## src/rtl/fix_mul_arb.sv

```systemverilog
// Round-robin arbiter in front of a shared two-stage signed fixed-point multiplier.
// Results return in acceptance order with a one-hot owner tag.
module fix_mul_arb #(
  parameter int N_REQ      = 4,
  parameter int INT_BITS   = 12,
  parameter int FRAC_BITS  = 4,
  parameter int TOTAL_BITS = 16
) (
  input  logic                        clk,
  input  logic                        rst_n,
  input  logic [N_REQ-1:0]            req_valid,
  input  logic [N_REQ*TOTAL_BITS-1:0] req_a,
  input  logic [N_REQ*TOTAL_BITS-1:0] req_b,
  output logic [N_REQ-1:0]            req_ready,
  output logic [N_REQ-1:0]            rsp_valid,
  output logic [TOTAL_BITS-1:0]       rsp_data,
  output logic                        rsp_ovf,
  output logic                        busy
);

  localparam int IW = $clog2(N_REQ);
  localparam int W  = INT_BITS + FRAC_BITS;

  logic [IW-1:0]          last_grant;
  logic [IW-1:0]          gidx;
  logic [N_REQ-1:0]       grant;
  logic                   found;
  logic [TOTAL_BITS-1:0]  sel_a;
  logic [TOTAL_BITS-1:0]  sel_b;
  logic                   xfer;

  logic                   s1_valid;
  logic [IW-1:0]          s1_owner;
  logic signed [W-1:0]    s1_a;
  logic signed [W-1:0]    s1_b;

  logic signed [2*W-1:0]  full;
  logic signed [2*W-1:0]  shifted;
  logic [W:0]             hi;
  logic                   ovf;

  always_comb begin
    grant = '0;
    gidx  = '0;
    found = 1'b0;
    sel_a = '0;
    sel_b = '0;
    for (int k = 1; k <= N_REQ; k++) begin
      automatic int idx = (int'(last_grant) + k) % N_REQ;
      if (!found && req_valid[idx]) begin
        found      = 1'b1;
        grant[idx] = 1'b1;
        gidx       = IW'(idx);
        sel_a      = req_a[idx*TOTAL_BITS +: TOTAL_BITS];
        sel_b      = req_b[idx*TOTAL_BITS +: TOTAL_BITS];
      end
    end
  end

  assign req_ready = rst_n ? grant : '0;
  assign xfer      = |req_ready;

  // The top sign-copy bits of the shifted product join the overflow check,
  // so every product bit above the result must match its sign bit.
  always_comb begin
    full    = s1_a * s1_b;
    shifted = full >>> FRAC_BITS;
    hi      = shifted[2*W-1:W-1];
    ovf     = !((&hi) || !(|hi));
  end

  always_ff @(posedge clk or negedge rst_n) begin
    if (!rst_n) begin
      last_grant <= IW'(N_REQ-1);
      s1_valid   <= 1'b0;
      s1_owner   <= '0;
      s1_a       <= '0;
      s1_b       <= '0;
      rsp_valid  <= '0;
      rsp_data   <= '0;
      rsp_ovf    <= 1'b0;
    end else begin
      s1_valid <= xfer;
      if (xfer) begin
        last_grant <= gidx;
        s1_owner   <= gidx;
        s1_a       <= sel_a;
        s1_b       <= sel_b;
      end
      rsp_valid <= s1_valid ? (N_REQ'(1) << s1_owner) : '0;
      if (s1_valid) begin
        rsp_data <= shifted[W-1:0];
        rsp_ovf  <= ovf;
      end
    end
  end

  assign busy = s1_valid | (|rsp_valid);

endmodule

```

## config.mk

```make
export PLATFORM = sky130hd
export DESIGN_NAME = fix_mul_arb
export DESIGN_NICKNAME = d
export VERILOG_FILES = /design/src/rtl/fix_mul_arb.sv
export SDC_FILE = /design/constraint.sdc
export NUM_CORES = 1
export LEC_CHECK = 0
export ABC_AREA = 1
export CORE_UTILIZATION = 60
export CTS_CLUSTER_DIAMETER = 200
export DETAILED_ROUTE_END_ITERATION = 8
export GPL_TIMING_DRIVEN = 0
export PLACE_DENSITY = 0.84
export SETUP_SLACK_MARGIN = 0.1
export SLEW_MARGIN = 20
export SYNTH_ARGS = -nofsm -noshare
export SYNTH_HDL_FRONTEND = slang
export SYNTH_SLANG_ARGS = --single-unit
```

## constraint.sdc

```tcl
create_clock -name clk -period 8.02 [get_ports clk]
set_input_delay 2.406 -clock clk [delete_from_list [all_inputs] [get_ports clk]]
set_output_delay 2.406 -clock clk [all_outputs]
set_load 0.02 [all_outputs]
```

==> results of run 1 <==
## sequential cells by signal (all words and copies together) (netlist names)
| signal | count |
|---|---|
| rsp_data | 16 |
| s1_b | 16 |
| s1_a | 16 |
| rsp_ovf | 1 |
| s1_valid | 1 |
| rsp_valid | 4 |
| s1_owner | 2 |
| last_grant | 2 |
## cell type report
cell class,count,area (um^2)
Multi-Input combinational cell,1859,12800
Fill cell,2430,8440
Inverter,601,2260
Timing Repair Buffer,160,1610
Sequential cell,58,1450
Buffer,142,589
Tap cell,378,473
Clock buffer,11,243
Clock inverter,5,30.0
## per-layer routing
metal | track usage [%] | vias up | wire, um
li1 | - | 8151 | -
met5 | 0 | - | 0
met4 | 18.6 | 0 | 2760
met3 | 8.56 | 242 | 6180
met2 | 66.8 | 1131 | 25700
met1 | 48.0 | 8145 | 20300
## logic make-up (layout without fill, tap and decap cells)
family / count (synthesis) / in the layout
flip-flops: 58 / 58
AND/OR/NAND/NOR: 1181 / 1181
adder cells (fa/ha/maj): 349 / 349
buffers and inverters: 743 / 919
XOR/XNOR: 22 / 22
AO/OA/AOI/OAI: 307 / 307
## worst register-to-register path, stage by stage, from the launching register on
cell and delay [ps]:
dfrtp_1 330, clkbuf_1 350, clkbuf_1 520, nand2_1 210, inv_1 170, fa_1 510
fa_1 530, inv_1 210, fa_1 660, inv_1 100, fa_1 530, inv_1 50
fa_1 460, fa_1 490, inv_1 50, ha_1 490, inv_1 180, nor3_1 300
nand2_1 120, or2_2 310, nand3_1 100, inv_1 60, nand2_1 70, nand2_1 60
nor2_1 140, nand2_1 70, nand3_1 100, nand2_1 60
## how the worst max path moves through the flow
stage                         start             endpoint  slack, ps  cells past startpoint
2_1_floorplan  s1_a[15]$_DFFE_PN0P_  rsp_ovf$_DFFE_PN0P_       2080                     27
3_5_place_dp   s1_a[15]$_DFFE_PN0P_  rsp_ovf$_DFFE_PN0P_        860                     27
3_3_place_gp                  rst_n         req_ready[1]       -260                      4
6_report       s1_a[15]$_DFFE_PN0P_  rsp_ovf$_DFFE_PN0P_        710                     27
5_1_grt        s1_a[15]$_DFFE_PN0P_  rsp_ovf$_DFFE_PN0P_        260                     27
4_1_cts        s1_a[15]$_DFFE_PN0P_  rsp_ovf$_DFFE_PN0P_        820                     27
## per-stage QoR
stage	worst slack [ps]	instance area, um^2
2_1_floorplan	2080	17100
3_3_place_gp	-259	19100
3_5_place_dp	862	19100
4_1_cts	820	19400
5_1_grt	261	19400
6_report	715	19400
## cell usage in the layout (no fill, tap or decap), types with 2 or more instances in the layout
cell type,n
nand2_1,759
inv_1,594
nor2_1,318
o21ai_0,279
fa_1,262
clkdlybuf4s50_1,158
clkbuf_1,134
ha_1,87
dfrtp_1,56
nand4_1,42
nand3_1,34
a21oi_1,18
xnor2_1,15
or2_2,11
clkbuf_16,9
xor2_1,7
buf_6,6
nor3_1,6
and2_1,5
inv_2,4
buf_4,4
o21ai_1,3
a22oi_2,3
clkinv_2,3
inv_4,2
nand2_2,2
clkinvlp_4,2
dfstp_2,2
==> summary.txt, run 1 <==
Run status
  • Outcome: complete, no violations

Setup path
  • WP data arrival: 7530 ps
  • Crit-path max cell delay: 650 ps
  • FF-to-FF End: rsp_ovf$_DFFE_PN0P_
  • Reg2Reg Depth: 27
  • Delay-heaviest family, CP: adder cells
  • Largest fanout on the critical path: 10
  • Slowest CP cell: fa_1
  • CP Buf/Inv Count: 9
  • Reg-to-Reg Start: s1_a[15]$_DFFE_PN0P_
  • CP required: 8240 ps
  • Critical path class: reg2reg
  • Crit-path most repeated cell: inv_1
  • Crit end category: flop
  • R2R Setup Slk: 710 ps
  • Startpoint types: flop

Placed design
  • Port Buffer Count: 159
  • Placed insts: 3,198
  • Routability Congestion: 1.01
  • DP HPWL: 45,800 um

Synthesis
  • Sequential share of the synthesized area: 8.52%
  • #FFs+latches synth: 58
  • Yosys top cell by area: fa_1
  • Synth unique cells: 33
  • Post-Synth Adder-Cell Area: 37.1%
  • Post-synth EDFFs: 0
  • Synth Area in Compound Gates: 9.20%
  • Post-synth top area share: 30.7%
  • Main combinational cell family by area after synthesis: adder cells
  • Main synth FF type: dfrtp_1
  • Syn. warnings: 0
  • Synth Instances: 2,660
  • Post-synthesis mux area share: 0%
  • Synth cell count leaders: nand2_1, inv_1, nor2_1, o21ai_0, fa_1
  • Synthesized net count: 3,143
  • Synth async-reset ratio: 100%
  • Average size of a mapped cell: 6.41 um^2
  • Simple-Gate Fraction of Synth Area: 27.3%
  • Synth Cell Area: 17,100 um^2
  • Most numerous cell in the Yosys netlist: nand2_1
  • Synth Area in XOR/XNOR: 1.13%
  • Synth area leaders: fa_1, nand2_1, inv_1, dfrtp_1, o21ai_0

Detailed routing
  • Post-route ant nets: 0
  • Initial DRC Count: 1,913
  • Total wire length: 55,000 um
  • DR WL/cell: 17.1 um
  • Via Count: 17,700
  • DRC violations left: 0
  • 1st-pass router iterations: 7
  • Vias/cell: 5.50

Clocking
  • Setup Buffers After CTS: 0
  • Root buf cell: clkbuf_16
  • H-Tree Level Count: 3
  • CTS Buf Count: 9
  • PostCTS Resize Cnt: 0
  • Worst-path clk slew: 50 ps
  • Max Buffers Root-to-Sink: 2
  • TritonCTS Sinks: 58
  • Post-cts hold buffer count: 0
  • Clock latency on the worst-skew pair: 340 ps
  • CTS tree: yes

Layout
  • Area Overhead vs Synth: 13.8%
  • NumNets Final: 3,314
  • # diodes: 0
  • Finished Layout Cells: 3,214
  • Layout cells sized above 1: 1.87%
  • Finished Core Util: 69.7%

STA
  • Count of final setup violators: 0
  • Fin crit period: 7310 ps
  • Period Utilization, post-route: 91.1%
  • Slew Limit Headroom: 40.6%
  • Fin. max-slew vios: 0
  • Final hold vios: 0
  • RSZ-0062 raised after global routing: false
  • Worst Clk Skew: 6.98 ps
  • Final hold slack: 477 ps
  • Worst slew pin tran: 891 ps
  • Max Fclk: 0.137 GHz
  • Setup TNS: 0 ps

Floorplan
  • Core Area: 27,900 um^2
  • Row count: 61
  • Die area: 29,100 um^2
  • Starting Density: 61.2%
  • # IOs: 160
  • Die Width: 171 um
  • Die Y: 171 um

Global route
  • Initial antenna violation count: 0
  • First-pass GRT wire length: 88,800 um
  • Gr usage total: 39.5%
  • Largest net degree at the start of global routing: 45
  • Grt total ovfl: 0
  • Vias in the first global route: 17,900

Hold path
  • Hold Crit Endpoint: rsp_data[5]$_DFFE_PN0P_
  • Worst hold-check path type: reg2reg
  • Hold_sp: rsp_data[5]$_DFFE_PN0P_
  • WHS Path Cells: 2

Flow run
  • Total of max-cap violations: 0
Power of run 1 is left out: the tool's default activity adds up to more than one toggle a clock period on the data nets, which glitch-free logic cannot reach.
==> inputs of run 2 (changes only) <==
Settings changed: CAP_MARGIN from default to 20.
==> results of run 2 <==
Same layout as run 1: the final DEF is identical, and so are final timing and power.
Power of run 2 is left out for the same reason.
